## src/rtl/mac_operand_sequencer.sv

```systemverilog
// Operand sequencer for an external multiply-accumulate unit.
// Holds an activation bank (x) and a weight bank (y). On start it clears the
// MAC, streams TAPS operand pairs into it, then captures the accumulator.

module mac_operand_sequencer #(
  parameter  int WIDTH = 16,
  parameter  int TAPS  = 9,
  localparam int AW    = (TAPS > 1) ? $clog2(TAPS) : 1
) (
  input  logic             clock,
  input  logic             reset,
  input  logic             wr_en,
  input  logic             wr_sel,
  input  logic [AW-1:0]    wr_addr,
  input  logic [WIDTH-1:0] wr_data,
  input  logic             start,
  output logic             busy,
  output logic             done,
  output logic [WIDTH-1:0] result,
  output logic             mac_clear,
  output logic [WIDTH-1:0] mac_x,
  output logic [WIDTH-1:0] mac_y,
  input  logic [WIDTH-1:0] mac_in
);

  typedef enum logic [1:0] {
    IDLE,
    CLEAR,
    STREAM,
    CAPTURE
  } state_t;

  localparam logic [AW-1:0] LAST_IDX = AW'(TAPS - 1);
  localparam logic [AW:0]   TAPS_EXT = (AW + 1)'(TAPS);

  state_t           state_q, state_d;
  logic [AW-1:0]    idx_q, idx_d;
  logic [WIDTH-1:0] xbank_q [TAPS];
  logic [WIDTH-1:0] ybank_q [TAPS];
  logic [WIDTH-1:0] result_q;
  logic             done_q;
  logic             bankWrite;

  // Banks only accept writes while idle, so an operation sees a frozen snapshot.
  assign bankWrite = wr_en && (state_q == IDLE) && ({1'b0, wr_addr} < TAPS_EXT);

  // Next-state and tap index sequencing.
  always_comb begin
    state_d = state_q;
    idx_d   = idx_q;
    case (state_q)
      IDLE: begin
        idx_d = '0;
        if (start) state_d = CLEAR;
      end
      CLEAR: begin
        idx_d   = '0;
        state_d = STREAM;
      end
      STREAM: begin
        if (idx_q == LAST_IDX) begin
          idx_d   = '0;
          state_d = CAPTURE;
        end else begin
          idx_d = idx_q + AW'(1);
        end
      end
      CAPTURE: begin
        idx_d   = '0;
        state_d = IDLE;
      end
      default: begin
        idx_d   = '0;
        state_d = IDLE;
      end
    endcase
  end

  // State and tap index registers.
  always_ff @(posedge clock) begin
    if (reset) begin
      state_q <= IDLE;
      idx_q   <= '0;
    end else begin
      state_q <= state_d;
      idx_q   <= idx_d;
    end
  end

  // Operand banks: cleared on reset, written from the host port when idle.
  always_ff @(posedge clock) begin
    if (reset) begin
      for (int i = 0; i < TAPS; i++) begin
        xbank_q[i] <= '0;
        ybank_q[i] <= '0;
      end
    end else if (bankWrite) begin
      if (wr_sel) ybank_q[wr_addr] <= wr_data;
      else        xbank_q[wr_addr] <= wr_data;
    end
  end

  // Capture the accumulator at the end of CAPTURE and flag it the next cycle.
  always_ff @(posedge clock) begin
    if (reset) begin
      result_q <= '0;
      done_q   <= 1'b0;
    end else begin
      done_q <= (state_q == CAPTURE);
      if (state_q == CAPTURE) result_q <= mac_in;
    end
  end

  // Operands are zero outside the stream so the MAC holds its value.
  always_comb begin
    mac_x = '0;
    mac_y = '0;
    if (state_q == STREAM) begin
      mac_x = xbank_q[idx_q];
      mac_y = ybank_q[idx_q];
    end
  end

  assign busy      = (state_q != IDLE);
  assign done      = done_q;
  assign result    = result_q;
  assign mac_clear = reset || (state_q == CLEAR);

endmodule

```

## config.mk

```make
export PLATFORM = sky130hd
export DESIGN_NAME = mac_operand_sequencer
export DESIGN_NICKNAME = d
export VERILOG_FILES = /design/src/rtl/mac_operand_sequencer.sv
export SDC_FILE = /design/constraint.sdc
export NUM_CORES = 1
export LEC_CHECK = 0
export ABC_CLOCK_PERIOD_IN_PS = 2000
export CORE_UTILIZATION = 35
export CTS_BUF_LIST = sky130_fd_sc_hd__clkbuf_8
export DETAILED_ROUTE_END_ITERATION = 8
export GPL_ROUTABILITY_DRIVEN = 0
export PLACE_DENSITY = 0.63
export SYNTH_ARGS = -nofsm -noshare
export SYNTH_HDL_FRONTEND = slang
export SYNTH_SLANG_ARGS = --single-unit
```

## constraint.sdc

```tcl
create_clock -name clock -period 2 [get_ports clock]
set_input_delay 0.4 -clock clock [delete_from_list [all_inputs] [get_ports clock]]
set_output_delay 0.4 -clock clock [all_outputs]
set_load 0.005 [all_outputs]
```

== Word-level counts from Yosys, hierarchy flattened ==
Memories as Yosys holds them, arrays and structs flattened. A register that Yosys moved wholly into a read port is not among the register bits.
Index checks and enable logic that the tools add are counted.

* Flip-flop bits (word level): 23
* Memory bits (writable): 288
* Input bits: 41
* Memories: 2

{| class="wikitable"
|+ Memories
! name !! depth !! bits a word !! read ports !! clocked after memory_dff !! write ports !! RTL line !! text
|-
| xbank_q || 9 || 16 || 1 || 1 || 9 || 38 || <nowiki>logic [WIDTH-1:0] xbank_q [TAPS];</nowiki>
|-
| ybank_q || 9 || 16 || 1 || 1 || 9 || 39 || <nowiki>logic [WIDTH-1:0] ybank_q [TAPS];</nowiki>
|}

* $add $sub $neg: 1
* Magnitude comparators: 1
* Equal/unequal tests: 6
* Multiplexer cells: 25
* Reductions and logical operators: 9

{| class="wikitable"
|+ Operators with widths
! cell !! number
|-
| $mux W16 || 4
|-
| $reduce_or A16 Y1 || 2
|-
| $mux W4 || 5
|-
| $mux W1 || 12
|-
| $pmux W2 S4 || 1
|-
| $pmux W4 S2 || 1
|-
| $add A4 B1 Y4 const B || 1
|-
| $eq A2 B2 Y1 const B || 2
|-
| $eq A4 B4 Y1 const B || 1
|-
| $lt A4 B4 Y1 const B || 1
|-
| $mux W2 || 2
|-
| $ne A2 B2 Y1 const B || 2
|-
| $reduce_or A3 Y1 || 1
|-
| $eq A2 B1 Y1 const B || 1
|-
| $logic_and A1 B1 Y1 || 2
|-
| $logic_not A2 Y1 || 1
|-
| $reduce_and A2 Y1 || 1
|-
| $reduce_bool A2 Y1 || 1
|-
| $logic_or A1 B1 Y1 || 1
|}

== Longest topological paths before layout ==
* Depth in word-level cells: 8
* Gate-level depth with buffers: 9
* Depth with buffers taken out: 6

== Worst setup path after synthesis ==
Ideal clock, no wire load.

* Path kind: register -> register
* Start point: register state_q[0]
* End point: memory ybank_q[1][0], enable pin
* Arrival: 1,831 ps
* Slack: -164 ps
* Stages on the path, launching flop included: 7
* Path buffers: 0
* Period minus slack after synthesis: 2,164 ps
* Cell sequence: dfxtp_1 -> inv_1 -> ha_1 -> nand3b_4 -> or4b_4 -> nor3_4 -> or2_2

{| class="wikitable"
|+ RTL lines
! what !! RTL line !! text
|-
| start, declared || 36 || <nowiki>state_t state_q, state_d;</nowiki>
|-
| start signal, assigned || 85 || <nowiki>state_q <= state_d;</nowiki>
|-
| end, declared || 39 ||
|}

==> impl_metrics.env <==
export IMPL_status="finished, violations left"
export IMPL_violations="setup timing"
export IMPL_grt_max_degree=38
export IMPL_vias_per_cell=4.71
export IMPL_synth_common_cells="512 x edfxtp_1, 267 x and2_1, 113 x mux2i_1"
export IMPL_yosysTopAreaCell="edfxtp_1"
export IMPL_numCtsBuffers=84
export IMPL_leakage_nw=11.6
export IMPL_r2r_cells=9
export IMPL_hpwl_um=33700
export IMPL_crit_top_cell="buf_12"
export IMPL_multi_input_area_um2=7820
export IMPL_critical_path_required_ps=1600
export IMPL_vias=13300
export IMPL_synth_enable_flop_cells=512
export IMPL_cp_num_buf_inv=4
export IMPL_period_share=1.43
export IMPL_yosys_warnings=0
export IMPL_crit_cells=7
export IMPL_r2r_setup_slack_ps=-360
export IMPL_syn_to_final_growth_pct=35.3
export IMPL_hold_class="input port to flip-flop"
export IMPL_yosysMostFrequentCell="edfxtp_1"
export IMPL_clkSinkCount=535
export IMPL_power_density_nw_per_um2=912
export IMPL_die_h_um=256
export IMPL_syn_area_um2=22600
export IMPL_synthFlopType="edfxtp_1"
export IMPL_root_buffer="clkbuf_8"
export IMPL_yosys_top_cells_area="edfxtp_1 68%, mux4_2 9.6%, and2_1 7.4%, mux2i_1 5.0%, dfxtp_1 2.0%"
export IMPL_io_buffers=91
export IMPL_ant_nets=0
export IMPL_final_min_clock_period_ps=2860
export IMPL_synth_distinct_cells=38
export IMPL_finalSetupViolCount=511
export IMPL_cts_clk_slew_worst_paths_ps=60
export IMPL_utilization=0.482
export IMPL_grt_overflow_total=0
export IMPL_power_mw=28.0
export IMPL_path_delay_family="buffers and inverters"
export IMPL_async_flop_share=0
export IMPL_fin_skew_ps=40.3
export IMPL_grt_pass1_vias=13400
export IMPL_fillCellCount=5372
export IMPL_initial_core_util=0.356
export IMPL_io_pins=92
export IMPL_drv_slew=0
export IMPL_fin_nets=1950
export IMPL_rsz0062_at_grt="true"
export IMPL_rows=92
export IMPL_setup_tns_ps=-103870
export IMPL_r2r_end="xbank_q[5][9]$_SDFFCE_PN0P_"
export IMPL_first_pass_iters=5
export IMPL_timing_fmax_mhz=350
export IMPL_fin_area_um2=30600
export IMPL_cap_violations=0
export IMPL_hold_viol_final=0
export IMPL_crit_end="mac_y[0]"
export IMPL_cts_tree="done"
export IMPL_grt_antenna_before_repair=2
export IMPL_seq_area_um2=15800
export IMPL_cp_startpoint="idx_q[1]$_SDFF_PP0_"
export IMPL_critPathLaunchType="flip-flop"
export IMPL_tightest_slew_ps=508
export IMPL_layout_setup_ws_ps=-861
export IMPL_syn_area_per_cell_um2=17.2
export IMPL_die_area_um2=65700
export IMPL_worstSetupEndpointType="output port"
export IMPL_worstSkewPairLatency_ps=670
export IMPL_slowest_delay_ps=530
export IMPL_placed_area_um2=26700
export IMPL_drtIter0Drc=940
export IMPL_cp_arrival_ps=2460
export IMPL_synth_top_cell_area_share=0.679
export IMPL_path_cells="buf_12 -> buf_8 -> buf_12 -> mux4_2 -> o21ai_4 -> o21ai_2 -> buf_2"
export IMPL_yosysSeqAreaShare=0.699
export IMPL_r2r_start="state_q[1]$_SDFFE_PP0P_"
export IMPL_avgRoutedWirePerCell_um=20.6
export IMPL_ys_seq_elements=535
export IMPL_cts_max_level=3
export IMPL_peakVddDrop_mv=0.467
export IMPL_route_detailed_drc=0
export IMPL_cts_buffer_depth=3
export IMPL_synthCells=1314
export IMPL_core_um2=63500
export IMPL_relSlewSlack=0.661
export IMPL_slowest_stage="mux4_2"
export IMPL_critPathKind="flip-flop to output port"
export IMPL_layout_drive_gt1_share=0.345
export IMPL_die_w_um=256
export IMPL_track_usage=0.170
export IMPL_grt_first_pass_wirelength_um=82600
export IMPL_crit_fanout=8
export IMPL_wirelength_um=57900
## kinds of logic after synthesis
| family | after synthesis | synth area share |
|---|---|---|
| mux | 209 | 0.145 |
| xor+xnor | 2 | 0.000774 |
| fa+ha+maj | 6 | 0.00332 |
| simple gates | 365 | 0.104 |
| other cells | 1 | 0.000166 |
| buf+inv | 97 | 0.0197 |
| compound gates | 99 | 0.0276 |
| flops | 535 | 0.699 |
## how the worst min path moves through the flow
stage | cells past startpoint | endpoint | slack [ps] | startpoint
2_1_floorplan | 2 | result[0]$_SDFFE_PP0P_ | 490 | result[0]$_SDFFE_PP0P_
3_3_place_gp | 2 | result[15]$_SDFFE_PP0P_ | 480 | result[15]$_SDFFE_PP0P_
3_5_place_dp | 2 | result[4]$_SDFFE_PP0P_ | 480 | result[4]$_SDFFE_PP0P_
4_1_cts | 3 | result[6]$_SDFFE_PP0P_ | 300 | mac_in[6]
5_1_grt | 3 | result[8]$_SDFFE_PP0P_ | 350 | mac_in[8]
6_report | 3 | result[8]$_SDFFE_PP0P_ | 370 | mac_in[8]
## where the power goes
group,internal (mW),leakage (nW),switching [mW]
Clock,4.18,0.891,4.25
Combinational,3.48,5.32,2.85
Sequential,13.0,5.36,0.212
Total,20.6,11.6,7.32
## tightest hold or removal path, cell delays in order
cell             delay (ps)
clkdlybuf4s50_1         400
mux2i_1                 130
nor2_1                   50
## per-layer routing
metal	routed length (um)	part of all wire	GRT usage
met2	29100	0.50	0.287
met1	23600	0.41	0.219
met5	10	0.00017	0
met4	1460	0.025	0.0595
met3	3700	0.064	0.0314
## through the flow
stage	hold slack, ps	cells	worst slack (ps)
after floorplan	485	1537	2.01
after detailed placement	483	2542	-720
after global routing	351	2814	-934
after CTS	304	2780	-1020
after global placement	476	2542	-694
final	370	2814	-861
## timing repair
item                                    4_1_cts  5_1_grt
endpoints found under the setup margin      524      596
pin swaps                                    35       41
resized for setup                           312      179
setup buffers                                90       36
hold buffers                                  0        0
cloned                                       11       16
## sequential cells by signal (all words and copies together) (netlist names)
register	flops
idx_q	4
result	16
done	1
state_q	2
ybank_q	256
xbank_q	256
## final cells by class
type,count,share of cell area
Inverter,6,0.000898
Antenna cell,1,0.0000817
Clock inverter,63,0.00988
Timing Repair Buffer,371,0.143
Tap cell,846,0.0346
Clock buffer,87,0.0391
Multi-Input combinational cell,905,0.255
Sequential cell,535,0.517
## layout by cell type, fill, tap and decap left out, types with 5 or more instances in the layout
cell type,n
clkinv_1,20
or2_4,18
clkdlybuf4s50_1,57
buf_4,122
buf_12,68
nor2_1,23
nor2_4,9
mux2i_4,5
clkbuf_16,15
and3_1,17
and2_2,6
o21ai_1,29
mux2i_2,18
a221oi_1,9
mux4_2,96
clkbuf_8,87
conb_1,224
dfxtp_1,18
buf_2,29
mux2i_1,90
inv_1,36
and2_4,30
buf_8,13
edfxtp_1,512
buf_6,61
o21ai_2,32
a221oi_2,22
and2_1,237
No activity file was read; power rests on OpenSTA's default activity.
